`config.mk`:
```
export PLATFORM = sky130hd
export DESIGN_NAME = soc2_ram_tester
export DESIGN_NICKNAME = d
export VERILOG_FILES = /design/src/rtl/soc2_ram_tester.sv
export SDC_FILE = /design/constraint.sdc
export NUM_CORES = 1
export LEC_CHECK = 0
export BUFFER_PORTS_ARGS = -buffer_cell sky130_fd_sc_hd__buf_4
export CAP_MARGIN = 20
export CORE_MARGIN = 1.5
export CORE_UTILIZATION = 40
export DETAILED_ROUTE_END_ITERATION = 8
export GPL_TIMING_DRIVEN = 0
export PLACE_DENSITY_LB_ADDON = 0.1
export SLEW_MARGIN = 20
export SYNTH_ARGS = -nofsm -noshare
export SYNTH_HDL_FRONTEND = slang
export SYNTH_SLANG_ARGS = --single-unit
```
`constraint.sdc`:
```
create_clock -name clk -period 4.61 [get_ports clk]
set_input_delay 0.6915 -clock clk [delete_from_list [all_inputs] [get_ports clk]]
set_output_delay 0.6915 -clock clk [all_outputs]
set_load 0.01 [all_outputs]
```
`src/rtl/soc2_ram_tester.sv`:
```
// soc2_ram_tester: Avalon-MM RAM self-test master.
// Writes a seeded pattern over a word range, reads it back pipelined, counts mismatches.
module soc2_ram_tester #(
    parameter int ADDR_W       = 13,
    parameter int READ_LATENCY = 1,
    parameter int CNT_W        = 16
) (
    input  logic              clk,
    input  logic              reset_n,
    input  logic              start,
    input  logic [ADDR_W-1:0] base_addr,
    input  logic [ADDR_W:0]   length,
    input  logic [31:0]       seed,
    input  logic              mode,
    output logic              busy,
    output logic              done,
    output logic              error,
    output logic [CNT_W-1:0]  err_count,
    output logic [ADDR_W-1:0] first_err_addr,
    output logic [31:0]       first_err_data,
    output logic [ADDR_W-1:0] avm_address,
    output logic              avm_chipselect,
    output logic              avm_write,
    output logic              avm_read,
    output logic [3:0]        avm_byteenable,
    output logic [31:0]       avm_writedata,
    input  logic [31:0]       avm_readdata,
    input  logic              avm_waitrequest
);

    typedef enum logic [2:0] {
        IDLE,
        WRITE,
        READ,
        DRAIN,
        FIN
    } state_t;

    state_t state, state_nx;

    logic [ADDR_W-1:0]       base_q;
    logic [ADDR_W:0]         len_q;
    logic [ADDR_W:0]         idx;
    logic [31:0]             seed_q;
    logic                    mode_q;
    logic [READ_LATENCY-1:0] pipe_v;
    logic [ADDR_W-1:0]       pipe_a [READ_LATENCY];

    logic [ADDR_W-1:0] addr_cur;
    logic              accept;
    logic              last;
    logic              drain_ok;
    logic              mismatch;

    // Replicate the address upward from bit 0 to fill the 32-bit word.
    function automatic logic [31:0] pattern(
        input logic [ADDR_W-1:0] a,
        input logic [31:0]       s,
        input logic              m
    );
        logic [31:0] rep;
        for (int j = 0; j < 32; j++) begin
            rep[j] = a[j % ADDR_W];
        end
        return m ? ~(s ^ rep) : (s ^ 32'(a));
    endfunction

    assign addr_cur = base_q + idx[ADDR_W-1:0];
    assign last     = (idx + (ADDR_W+1)'(1)) == len_q;
    assign busy     = (state == WRITE) || (state == READ) || (state == DRAIN);
    assign done     = (state == FIN);
    assign error    = |err_count;

    always_comb begin
        avm_chipselect = (state == WRITE) || (state == READ);
        avm_write      = (state == WRITE);
        avm_read       = (state == READ);
        avm_byteenable = avm_chipselect ? 4'hF : 4'h0;
        avm_address    = avm_chipselect ? addr_cur : '0;
        avm_writedata  = '0;
        if (avm_write) begin
            avm_writedata = pattern(addr_cur, seed_q, mode_q);
        end
        accept = avm_chipselect && !avm_waitrequest;
    end

    // Only tags behind the output stage keep the pipe busy.
    always_comb begin
        drain_ok = 1'b1;
        for (int k = 0; k < READ_LATENCY - 1; k++) begin
            if (pipe_v[k]) drain_ok = 1'b0;
        end
        mismatch = pipe_v[READ_LATENCY-1] &&
            (avm_readdata != pattern(pipe_a[READ_LATENCY-1], seed_q, mode_q));
    end

    always_comb begin
        state_nx = state;
        unique case (state)
            IDLE: begin
                if (start) state_nx = (length == '0) ? FIN : WRITE;
            end
            WRITE: begin
                if (accept && last) state_nx = READ;
            end
            READ: begin
                if (accept && last) state_nx = DRAIN;
            end
            DRAIN: begin
                if (drain_ok) state_nx = FIN;
            end
            FIN: state_nx = IDLE;
            default: state_nx = IDLE;
        endcase
    end

    always_ff @(posedge clk or negedge reset_n) begin
        if (!reset_n) begin
            state  <= IDLE;
            base_q <= '0;
            len_q  <= '0;
            idx    <= '0;
            seed_q <= '0;
            mode_q <= 1'b0;
        end else begin
            state <= state_nx;
            if (state == IDLE && start) begin
                base_q <= base_addr;
                len_q  <= length;
                seed_q <= seed;
                mode_q <= mode;
                idx    <= '0;
            end else if (accept) begin
                idx <= (state == WRITE && last) ? '0 : idx + (ADDR_W+1)'(1);
            end
        end
    end

    always_ff @(posedge clk or negedge reset_n) begin
        if (!reset_n) begin
            pipe_v <= '0;
            for (int k = 0; k < READ_LATENCY; k++) begin
                pipe_a[k] <= '0;
            end
        end else begin
            pipe_v[0] <= (state == READ) && accept;
            pipe_a[0] <= addr_cur;
            for (int k = READ_LATENCY - 1; k > 0; k--) begin
                pipe_v[k] <= pipe_v[k-1];
                pipe_a[k] <= pipe_a[k-1];
            end
        end
    end

    always_ff @(posedge clk or negedge reset_n) begin
        if (!reset_n) begin
            err_count      <= '0;
            first_err_addr <= '0;
            first_err_data <= '0;
        end else if (state == IDLE && start) begin
            err_count      <= '0;
            first_err_addr <= '0;
            first_err_data <= '0;
        end else if (mismatch) begin
            if (err_count != '1) err_count <= err_count + CNT_W'(1);
            if (err_count == '0) begin
                first_err_addr <= pipe_a[READ_LATENCY-1];
                first_err_data <= avm_readdata;
            end
        end
    end

endmodule

```
### After elaboration in Yosys (flattened, before gate mapping)

Cells that the tools add are included.

| operators by class | value |
|---|---|
| divide/modulo/power cells | 0 |
| mux-type cells | 22 |
| bitwise operators | 6 |
| $mul | 0 |
| $lt $le $gt $ge | 0 |
| shift-type cells | 0 |
| equal/unequal tests | 10 |
| add/subtract/negate cells | 3 |
| reductions and logical operators | 20 |

Operators by type and width:

| cell | count |
|---|---|
| 2-to-1 mux 32 bit | 6 |
| NOT 32 bit | 2 |
| XOR 32 x 13 -> 32 bit | 2 |
| XOR 32 bit | 2 |
| 2-to-1 mux 13 bit | 4 |
| 2-to-1 mux 16 bit | 3 |
| 2-to-1 mux 14 bit | 3 |
| inequality test 32 bit | 1 |
| adder 16 x 1 -> 16 bit (second input constant) | 1 |
| logical NOT 16 bit | 1 |
| inequality test 16 bit (second input constant) | 1 |
| OR reduction 16 bit | 1 |
| adder 14 x 1 -> 14 bit (second input constant) | 1 |
| == test 14 bit | 1 |
| logical NOT 14 bit | 1 |
| adder 13 bit | 1 |
| 2-to-1 mux 3 bit | 4 |
| case mux 3 bit (4 select lines) | 1 |
| nonzero test 2 bit | 4 |
| == test 3 x 2 -> 1 bit (second input constant) | 2 |
| logical AND 1 bit | 6 |
| 2-to-1 mux 4 bit | 1 |
| inequality test 2 x 1 -> 1 bit (second input constant) | 2 |
| AND reduction 2 bit | 2 |
| other kinds (7) | 8 |

| word-level totals | value |
|---|---|
| RAM bits | 0 |
| flip-flop bits (word level) | 152 |
| memory bits (read-only) | 0 |
| word-level logic and storage cells | 72 |
| memories kept | 0 |
| latch bits | 0 |

### Longest topological paths before layout

Gate-level depths: netlist of run 1.

| depth | value |
|---|---|
| depth after elaboration | 7 |
| mapped depth | 12 |
| depth with buffers taken out | 11 |

### Worst setup path after synthesis of run 1

Ideal clock, no wire load.

| timing | value |
|---|---|
| path kind | register to output |
| start | reg idx[0] |
| end | out avm_writedata[23] |
| cell stages (with the launch flop) | 12 |
| path slack | 1.505 ns |
| data arrival time | 2.413 ns |
| path through | dfrtp_1 ha_1 inv_1 fa_1 nor2b_1 o21a_1 o21ai_0 a21o_1 a211oi_1 nand2_1 xor2_1 nor2_1 |

| on the way | value |
|---|---|
| longest elaborated chain between the ends | 5 |

RTL lines:

| item | RTL line | source |
|---|---|---|
| start: declaration | 43 | `logic [ADDR_W:0] idx;` |
| start signal: assignment | 134 | `idx <= (state == WRITE && last) ? '0 : idx + (ADDR_W+1)'(1);` |
| adder 13 bit | 68 | `assign addr_cur = base_q + idx[ADDR_W-1:0];` |
| XOR 32 bit | 65 | `return m ? ~(s ^ rep) : (s ^ 32'(a));` |
| NOT 32 bit | 65 |  |
| 2-to-1 mux 32 bit | 65 |  |
| 2-to-1 mux 32 bit | 81 | `if (avm_write) begin` |
| end: declaration | 26 | `output logic [31:0] avm_writedata,` |

Every way passes these cells.

### Final worst setup path of run 1

| timing | value |
|---|---|
| start | reg idx[0] |
| end | out avm_writedata[21] |

| on the way | value |
|---|---|
| longest elaborated chain between the ends | 5 |

RTL lines:

| item | RTL line | source |
|---|---|---|
| adder 13 bit | 68 |  |
| named net addr_cur[8] | 49 | `logic [ADDR_W-1:0] addr_cur;` |
| XOR 32 bit | 65 |  |
| NOT 32 bit | 65 |  |
| 2-to-1 mux 32 bit | 65 |  |
| 2-to-1 mux 32 bit | 81 |  |

The timed path passes the listed nets, and every way through them passes these cells.

==> flow_summary.toml, run 1 <==
[timing]
rsz_0062_raised_after_global_routing = "false"
finalSetupTns_ns = 0
timing.final.hold_violations = 0
maxSlewViolCount = 0
worst-slew-pin-transition_ns = 1.18
min_period_over_period_pct = 91.4
maxSlewHeadroom_pct = 21.3
finClkSkew_ns = 0.00866
timing.final.setup_violations = 0
max_clock_freq_ghz = 0.237
min_period_ns = 4.21

[grt]
grt_usage_pct = 24.9
grt_overflow_total = 0
wire_length_of_the_first_global_routing_pass_mm = 44.2
grt_start_max_net_pins = 93
first_global_vias = 7672
grt_antenna_before_repair = 0

[final_layout]
final.fill_count = 2150
design_area_final_sq_um = 11500
layout.cells.non_filler = 1531
insertedDiodeCount = 0
layout_area_overhead_pct = 29.0
nets = 1350
post_route_cells_drive_above_1_share_pct = 22.0

[synth]
postSynthNetCount = 1119
synth-seq-area-share_pct = 42.8
post_synth_num_cell_types = 64
syn_area_per_cell_sq_um = 8.83
synth_top_cells_by_count = "211 x sky130_fd_sc_hd__nand2_1, 152 x sky130_fd_sc_hd__dfrtp_1, 120 x sky130_fd_sc_hd__nor2_1"
cell_types_with_the_largest_area_share_after_synthesis = "sky130_fd_sc_hd__dfrtp_1 43%, sky130_fd_sc_hd__nand2_1 8.9%, sky130_fd_sc_hd__mux2i_1 6.2%"
post-synth-top-count-cell = "sky130_fd_sc_hd__nand2_1"
synth.top_cell.area_share_pct = 42.8
synth_cells = 1007
synth-async-reset-ratio_pct = 100
synth_area_leader_cell = "sky130_fd_sc_hd__dfrtp_1"
synth_edf_count = 0
ys_ff_latch = 152
yosys_warnings = 0
postSynth.topFlopCell = "sky130_fd_sc_hd__dfrtp_1"
syn-cell-area_sq_um = 8890

[power]
vdd_ir_drop_max_mv = 0.328
power.leakage_uw = 0.00597
power_per_cell_area_nw_per_um2 = 550

[critical_path]
crit_path_top_delay_cell = "sky130_fd_sc_hd__xnor2_1"
path_buf_inv = 2
timing_worst_setup_path_type = "flip-flop to output port"
critical_path.cell_chain = "ha_1 > inv_1 > fa_1 > nor2b_1 > o21a_1 > o21ai_0 > a21oi_1 > a21oi_1 > xnor2_1 > or4_1 > nand2_1 > buf_4"
critPathRequiredTime_ns = 3.92
timing.critical_path.arrival_ns = 3.52
timing.rr.start = "mode_q"
timing.rr.end = "err_count[5]"
reg2reg_depth = 11
reg2reg_setup_slack_ns = 1.42
endpoint_kind = "output port"
cp_common_cell = "sky130_fd_sc_hd__a21oi_1"
worst_setup_path_start_kind = "flip-flop"
path_delay_family = "compound AO/OA/AOI/OAI gates"
worst_path_largest_cell_delay_ns = 0.63
critPathMaxFanout = 8

[die]
die-height_um = 152
core_region_area_sq_um = 21800
die_extent_in_x_um = 152
total_die_area_sq_um = 23100
rows = 54
num_io_pins = 212
floorplan.initialDensity_pct = 40.7

[drt]
finalWirelength_mm = 28.4
avgRoutedWirePerCell_um = 18.5
vias_per_cell = 5.13
antenna_violating_nets_post_route = 0
detailedRoute.firstIterationViolations = 438
routed_via_count = 7855
drt-pass1-iter-count = 5
drt_drc_violations_left = 0

[clock_network]
cts.repair.resized = 0
tritoncts_num_sinks = 152
cts_inserted_buffers = 17
cts-root-buf = "sky130_fd_sc_hd__clkbuf_16"
ctsHtreeMaxLevel = 4
cts_setup_buffers = 0
tritoncts = "built"
clock_path_buffers = 2
post_cts_hold_buffer_count = 0
worst_skew_pair.late_latency_ns = 0.43
cts.clk_slew.worst_paths_ns = 0.07

[run]
max_cap_violations = 0

[min_path]
hold_path.class = "primary input to async pin"

[run_status]
outcome = "complete, no violations"

[placement]
placement.cell_area_sq_um = 10900
numPortBuffers = 211
detailedPlacementHpwl_mm = 22.0
place_congestion = 0.895
post_placement_cell_count = 1499
## cell families (layout without fill, tap and decap cells)
family	Yosys count	in the layout	synth area share (%)
adders and majority gates	16	16	2.34
and+or+nand+nor	485	485	25.0
xor gates and xnor gates	121	121	12.2
AOI/OAI and AO/OA	102	102	7.63
DFF	152	152	42.8
buffers and inverters	76	320	3.87
muxes	55	55	6.19
## metal layers
metal | global-route usage (%) | vias up | wire, um
met5 | 0 | - | 0
met4 | 10.2 | 0 | 873
met3 | 3.82 | 47 | 1300
met2 | 40.9 | 226 | 13600
met1 | 32.7 | 3738 | 12600
li1 | - | 3844 | -
## how the worst max path moves through the flow
stage                start                 to  depth (start not counted)
floorplan           idx[0]  avm_writedata[23]                         11
global placement    idx[0]  avm_writedata[23]                         12
detailed placement  idx[0]  avm_writedata[21]                         12
CTS                 idx[0]  avm_writedata[25]                         12
global route        idx[0]  avm_writedata[25]                         12
finish              idx[0]  avm_writedata[21]                         12
## state kept, by name, indices dropped and copies added, names as in the netlist
signal / flops
first_err_addr: 13
first_err_data: 32
seed_q: 32
mode_q: 1
pipe_v: 1
pipe_a: 13
idx: 14
len_q: 14
base_q: 13
state: 3
err_count: 16
## stage by stage
| stage | setup slack (ns) | util, % | hold WS, ns | power, uW |
|---|---|---|---|---|
| CTS | 0.417 | 52.6 | 0.208 | 6340 |
| global placement | 0.618 | 49.6 | 0.476 | 4820 |
| global route | 0.0463 | 52.6 | 0.227 | 6670 |
| detailed placement | 0.894 | 49.8 | 0.474 | 4860 |
| floorplan | 1.51 | - | 0.396 | 3570 |
| finish | 0.397 | 52.6 | 0.204 | 6310 |
## layout make-up
type	instances	area, sq um	share of cell area [%]
sequential	152	3800	33.2
clock inverter	13	173	1.51
inverter	24	90.1	0.785
multi-input combinational	779	4750	41.4
clock buffer	19	433	3.77
buffer	52	254	2.21
tap	280	350	3.05
timing repair buffer	212	1620	14.1
## where the power goes
| group | leakage [uW] | total, uW | internal, uW | switching, uW |
|---|---|---|---|---|
| registers | 0.00199 | 1930 | 1600 | 332 |
| logic | 0.00370 | 2920 | 1330 | 1580 |
| clock network | 0.000286 | 1460 | 859 | 602 |
## cell usage in the layout (no fill, tap or decap), types with 6 or more instances in the layout
master,n
sky130_fd_sc_hd__nor2_1,120
sky130_fd_sc_hd__buf_2,7
sky130_fd_sc_hd__dfrtp_1,152
sky130_fd_sc_hd__o211ai_1,6
sky130_fd_sc_hd__and2_1,8
sky130_fd_sc_hd__nor4_1,13
sky130_fd_sc_hd__nand4_1,18
sky130_fd_sc_hd__nand2b_1,16
sky130_fd_sc_hd__xor2_1,60
sky130_fd_sc_hd__inv_1,24
sky130_fd_sc_hd__ha_1,15
sky130_fd_sc_hd__or4_1,8
sky130_fd_sc_hd__clkbuf_16,17
sky130_fd_sc_hd__xnor2_1,59
sky130_fd_sc_hd__nor3_1,13
sky130_fd_sc_hd__clkbuf_1,32
sky130_fd_sc_hd__o21ai_0,24
sky130_fd_sc_hd__or3_1,10
sky130_fd_sc_hd__nand2_1,211
sky130_fd_sc_hd__nor2b_1,12
sky130_fd_sc_hd__and3_1,9
sky130_fd_sc_hd__buf_4,219
sky130_fd_sc_hd__o21a_1,6
sky130_fd_sc_hd__nand3_1,22
sky130_fd_sc_hd__mux2i_1,55
sky130_fd_sc_hd__a21o_1,7
sky130_fd_sc_hd__a21oi_1,28
(Power assumes the default switching activity.)
==> inputs of run 2 (changes only) <==
--- a/config.mk
+++ b/config.mk
@@ -7,6 +7,8 @@
 export LEC_CHECK = 0
 export BUFFER_PORTS_ARGS = -buffer_cell sky130_fd_sc_hd__buf_4
 export CAP_MARGIN = 20
+export CELL_PAD_IN_SITES_DETAIL_PLACEMENT = 0
+export CELL_PAD_IN_SITES_GLOBAL_PLACEMENT = 1
 export CORE_MARGIN = 1.5
 export CORE_UTILIZATION = 40
 export DETAILED_ROUTE_END_ITERATION = 8
==> flow_summary.toml, run 2 (synthesized netlist as in run 1, its figures left out) <==
[clock_network]
cts-root-buf = "sky130_fd_sc_hd__clkbuf_16"
ctsHtreeMaxLevel = 4
worst_skew_pair.late_latency_ns = 0.43
clock_path_buffers = 2
cts_setup_buffers = 0
tritoncts_num_sinks = 152
cts.clk_slew.worst_paths_ns = 0.07
tritoncts = "built"
cts_inserted_buffers = 17

[die]
core_region_area_sq_um = 21800
num_io_pins = 212
floorplan.initialDensity_pct = 40.7
die_extent_in_x_um = 152
die-height_um = 152
total_die_area_sq_um = 23100
rows = 54

[power]
power_per_cell_area_nw_per_um2 = 553
power.leakage_uw = 0.00598
vdd_ir_drop_max_mv = 0.246
power_uw = 6360

[grt]
grt_usage_pct = 24.6
first_global_vias = 7506
grt_start_max_net_pins = 95
grt_use_met1_pct = 33.7
globalRoute.busiestLayer = "met2"
wire_length_of_the_first_global_routing_pass_mm = 43.6
grt_antenna_before_repair = 0
met3_usage_pct = 4.08
grt_overflow_total = 0
met2_usage_pct = 39.9

[timing]
min_period_ns = 4.28
max_clock_freq_ghz = 0.233
min_period_over_period_pct = 92.9
maxSlewViolCount = 0
rsz_0062_raised_after_global_routing = "false"
finalSetupTns_ns = 0
worst-slew-pin-transition_ns = 0.950
finClkSkew_ns = 0.0100
timing.final.setup_violations = 0
timing.final.hold_violations = 0
maxSlewHeadroom_pct = 36.2

[final_layout]
mostFrequentLayoutCell = "sky130_fd_sc_hd__buf_4"
layout_area_overhead_pct = 29.3
final.fill_count = 2163
insertedDiodeCount = 0
post_route_cells_drive_above_1_share_pct = 22.1
nets = 1350
top_regs = "first_err_data x32, seed_q x32, err_count x16"
final_cell_mix = "219 x sky130_fd_sc_hd__buf_4, 211 x sky130_fd_sc_hd__nand2_1, 152 x sky130_fd_sc_hd__dfrtp_1, 120 x sky130_fd_sc_hd__nor2_1, 60 x sky130_fd_sc_hd__xor2_1"

[critical_path]
critPathRequiredTime_ns = 3.92
worst_setup_path_start_kind = "flip-flop"
endpoint_kind = "output port"
critPathMaxFanout = 8
worst_path_largest_cell_delay_ns = 0.67
crit_path_top_delay_cell = "sky130_fd_sc_hd__xnor2_1"
critical_path.cell_chain = "ha_1 > inv_1 > fa_1 > nor2b_1 > o21a_1 > o21ai_0 > a21oi_1 > a21oi_1 > xnor2_1 > or4_1 > nand2_1 > buf_4"
cp_common_cell = "sky130_fd_sc_hd__a21oi_1"
timing_worst_setup_path_type = "flip-flop to output port"
timing.critical_path.arrival_ns = 3.59

[drt]
detailedRoute.firstIterationViolations = 404
finalWirelength_mm = 28.3
routed_via_count = 7843
avgRoutedWirePerCell_um = 18.5
drt_drc_violations_left = 0
vias_per_cell = 5.12
antenna_violating_nets_post_route = 0
drt-pass1-iter-count = 5

[placement]
numPortBuffers = 211
detailedPlacementHpwl_mm = 22.0
place_congestion = 0.831

[min_path]
hold_path.class = "primary input to async pin"

[run_status]
outcome = "complete, no violations"

[run]
max_cap_violations = 0
## run 2: per-layer routing
layer  up-vias  wire, um
met1      3770     13000
li1       3836         -
met2       208     13400
met4         0       678
met5         -         0
met3        29      1250
## run 2: final timing paths
| kind | from | endpoint | slack [ns] | cells past startpoint |
|---|---|---|---|---|
| min in group clk | base_addr[3] | base_q[3] | 0.45 | 3 |
| min reg2reg | base_q[9] | base_q[9] | 0.48 | 2 |
| max reg2reg | mode_q | err_count[15] | 1.43 | 11 |
| max | idx[0] | avm_writedata[21] | 0.33 | 12 |
| max in group asynchronous | reset_n | seed_q[16] | 3.57 | 2 |
| min | reset_n | err_count[6] | 0.18 | 1 |
## run 2: critical path, delay by kind of cell, from the launching register on
kind	cells	cell delay, ns
adder cells (fa/ha/maj)	2	0.63
buffers and inverters	2	0.22
flip-flops	1	0.51
AND/OR/NAND/NOR	3	0.45
XOR/XNOR	1	0.67
AO/OA/AOI/OAI	4	0.68
## run 2: final cells by class
| class | count | area (sq um) | share of cell area [%] |
|---|---|---|---|
| repair buffers | 212 | 1620 | 14.1 |
| clock buffers | 20 | 457 | 3.97 |
| multi-input cells | 779 | 4760 | 41.4 |
| clock inverters | 12 | 165 | 1.44 |
| inverters | 24 | 90.1 | 0.783 |
| well taps | 280 | 350 | 3.05 |
| plain buffers | 52 | 254 | 2.21 |
| flip-flops and latches | 152 | 3800 | 33.1 |
## run 2: through the flow
stage                     setup slack, ns  hold WS [ns]  std cells  cell area, sq um  utilization (%)
after floorplan                      1.51         0.396       1007              8890                -
after global placement              0.609         0.470       1498             10800             49.6
after detailed placement            0.519         0.470       1499             10900             49.8
after CTS                          0.0586         0.195       1531             11500             52.7
after global routing                0.162         0.213       1531             11500             52.7
final                               0.327         0.183       1531             11500             52.7
## run 2: repair_timing
item                       CTS  global route
gates resized for setup      0             1
hold buffers                 0             0
setup endpoints to repair    0             1
## run 2: where the power goes
group          internal (uW)  total [uW]  switching, uW
Sequential              1600        1920            318
Combinational           1340        2950           1620
Clock                    889        1490            601
Total                   3820        6360           2540
==> inputs of run 3 (changes only) <==
--- a/config.mk
+++ b/config.mk
@@ -10,7 +10,9 @@
 export CELL_PAD_IN_SITES_DETAIL_PLACEMENT = 0
 export CELL_PAD_IN_SITES_GLOBAL_PLACEMENT = 1
 export CORE_MARGIN = 1.5
-export CORE_UTILIZATION = 40
+export CORE_UTILIZATION = 37
+export CTS_CLUSTER_DIAMETER = 120
+export CTS_CLUSTER_SIZE = 12
 export DETAILED_ROUTE_END_ITERATION = 8
 export GPL_TIMING_DRIVEN = 0
 export PLACE_DENSITY_LB_ADDON = 0.1
==> constraint.sdc (replaced) <==
create_clock -name clk -period 3.5 [get_ports clk]
set_input_delay 0.525 -clock clk [delete_from_list [all_inputs] [get_ports clk]]
set_output_delay 0.525 -clock clk [all_outputs]
set_load 0.01 [all_outputs]
==> flow_summary.toml, run 3 (synthesized netlist as in run 1, its figures left out) <==
[critical_path]
timing.critical_path.arrival_ns = 3.01
worst_setup_path_start_kind = "flip-flop"
worst_path_largest_cell_delay_ns = 0.54
path_buf_inv = 2
reg2reg_setup_slack_ns = 0.48
path_delay_family = "simple AND/OR/NAND/NOR gates"
timing_worst_setup_path_type = "flip-flop to output port"
critPathRequiredTime_ns = 2.97
critical_path.cell_chain = "ha_2 > inv_2 > fa_2 > nor2b_1 > o21a_1 > o21ai_2 > a21oi_2 > a21oi_2 > xnor2_4 > or4_4 > nand2_4 > buf_6"
endpoint_kind = "output port"
critPathMaxFanout = 3
crit_path_top_delay_cell = "sky130_fd_sc_hd__or4_4"
cp_common_cell = "sky130_fd_sc_hd__a21oi_2"

[die]
floorplan.initialDensity_pct = 37.8
num_io_pins = 212
total_die_area_sq_um = 25000
core_region_area_sq_um = 23500
rows = 56
die-height_um = 158
die_extent_in_x_um = 158

[final_layout]
post-route-util_pct = 50.9
final.fill_count = 2292
layout.cells.non_filler = 1592
layout_area_overhead_pct = 34.8
nets = 1373
post_route_cells_drive_above_1_share_pct = 26.6
final_cell_mix = "237 x sky130_fd_sc_hd__buf_4, 208 x sky130_fd_sc_hd__nand2_1, 149 x sky130_fd_sc_hd__dfrtp_1, 118 x sky130_fd_sc_hd__nor2_1, 59 x sky130_fd_sc_hd__xor2_1"
mostFrequentLayoutCell = "sky130_fd_sc_hd__buf_4"
top_regs = "first_err_data x32, seed_q x32, err_count x16"
insertedDiodeCount = 0
design_area_final_sq_um = 12000

[drt]
avgRoutedWirePerCell_um = 18.4
vias_per_cell = 4.98
drt-pass1-iter-count = 5
drt_drc_violations_left = 0
antenna_violating_nets_post_route = 0
detailedRoute.firstIterationViolations = 507
finalWirelength_mm = 29.3
routed_via_count = 7931

[timing]
maxSlewHeadroom_pct = 43.0
worst-slew-pin-transition_ns = 0.855
min_period_ns = 3.53
timing.final.setup_violations = 2
holdWs_ns = 0.0404
min_period_over_period_pct = 101
postLayoutSetupSlackWorst_ns = -0.0328
rsz_0062_raised_after_global_routing = "true"
max_clock_freq_ghz = 0.283
finClkSkew_ns = 0.00710
maxSlewViolCount = 0
timing.final.hold_violations = 0

[placement]
placement.cell_area_sq_um = 10900
post_placement_cell_count = 1538
place_congestion = 0.835
detailedPlacementHpwl_mm = 22.6
numPortBuffers = 211

[grt]
grt_overflow_total = 0
grt_antenna_before_repair = 0
wire_length_of_the_first_global_routing_pass_mm = 43.8
grt_usage_pct = 23.8
grt_start_max_net_pins = 82
first_global_vias = 7541

[clock_network]
post_cts_hold_buffer_count = 0
ctsHtreeMaxLevel = 4
cts-root-buf = "sky130_fd_sc_hd__clkbuf_16"
clock_path_buffers = 2
cts_inserted_buffers = 17
tritoncts = "built"
cts.clk_slew.worst_paths_ns = 0.06
worst_skew_pair.late_latency_ns = 0.43
tritoncts_num_sinks = 152

[min_path]
hold_path.class = "primary input to async pin"

[power]
netSwitchingFraction_pct = 39.9
vdd_ir_drop_max_mv = 0.365
p_int_uw = 5310
power_uw = 8820
power.combinational.fraction_pct = 49.4
power_per_cell_area_nw_per_um2 = 736
p_clk_share_pct = 22.1
total_switching_power_uw = 3520
power.leakage_uw = 0.00616
sequentialPowerShare_pct = 28.5

[run]
max_cap_violations = 0

[run_status]
outcome = "complete, but fails checks"
violations_in_the_final_reports = "negative setup slack"
[run 3: cell types whose count changed in the layout (fill, tap and decap cells not counted), sizes merged]
cell and delta:
buf +23, clkinvlp +1, clkinv +1, inv -3
[run 3: per-stage QoR]
step	setup slack, ns	TNS [ns]
detailed placement	-0.411	-1.18
global placement	-0.311	-0.794
finish	-0.0328	-0.0452
global route	-0.127	-0.664
floorplan	0.562	0
CTS	-0.0686	-0.240
[run 3: routing by layer]
metal | track usage, % | share of wire (%)
met5 | 0 | 0
met4 | 7.12 | 2.0
met3 | 3.70 | 5.0
met2 | 38.7 | 47
met1 | 32.6 | 46
[run 3: worst paths after layout]
check,cells past startpoint,startpoint,end
max in group asynchronous,2,reset_n,idx[0]
min in group clk,3,seed[2],seed_q[2]
worst min-delay path,1,reset_n,err_count[6]
worst max register to register,10,pipe_a[5],err_count[15]
worst max-delay path,12,base_q[0],avm_writedata[21]
worst min register to register,2,base_q[6],base_q[6]
[run 3: final cells by class]
class,count,area [sq um],share of cell area [%]
timing repair buffer,235,1810,15.1
clock inverter,11,148,1.23
tap,319,399,3.33
multi-input combinational,779,5010,41.8
sequential,152,3810,31.8
inverter,24,90.1,0.752
clock buffer,20,467,3.89
buffer,52,256,2.14
[run 3: power groups by stage]
stage          Combinational, uW  Sequential [uW]  Clock (uW)
2_1_floorplan               2310             2400           0
3_3_place_gp                3890             2540           0
3_5_place_dp                3930             2550           0
4_1_cts                     4190             2520        1980
5_1_grt                     4700             2560        2060
6_report                    4360             2520        1950
[run 3: what timing repair did]
action	CTS	global route
endpoints found under the setup margin	25	24
pin swaps	11	13
setup buffers	12	12
resized for setup	40	22
[run 3: worst reg2reg max path, cell delays in order (launching register included)]
cell and delay, ns:
sky130_fd_sc_hd__dfrtp_1 0.33, sky130_fd_sc_hd__clkbuf_1 0.37, sky130_fd_sc_hd__xnor3_1 0.40, sky130_fd_sc_hd__nor3b_1 0.19, sky130_fd_sc_hd__o21ai_0 0.12, sky130_fd_sc_hd__a32oi_1 0.38, sky130_fd_sc_hd__nand4_1 0.34, sky130_fd_sc_hd__nand2_1 0.30
sky130_fd_sc_hd__buf_2 0.26, sky130_fd_sc_hd__or3_1 0.13, sky130_fd_sc_hd__a21oi_1 0.06
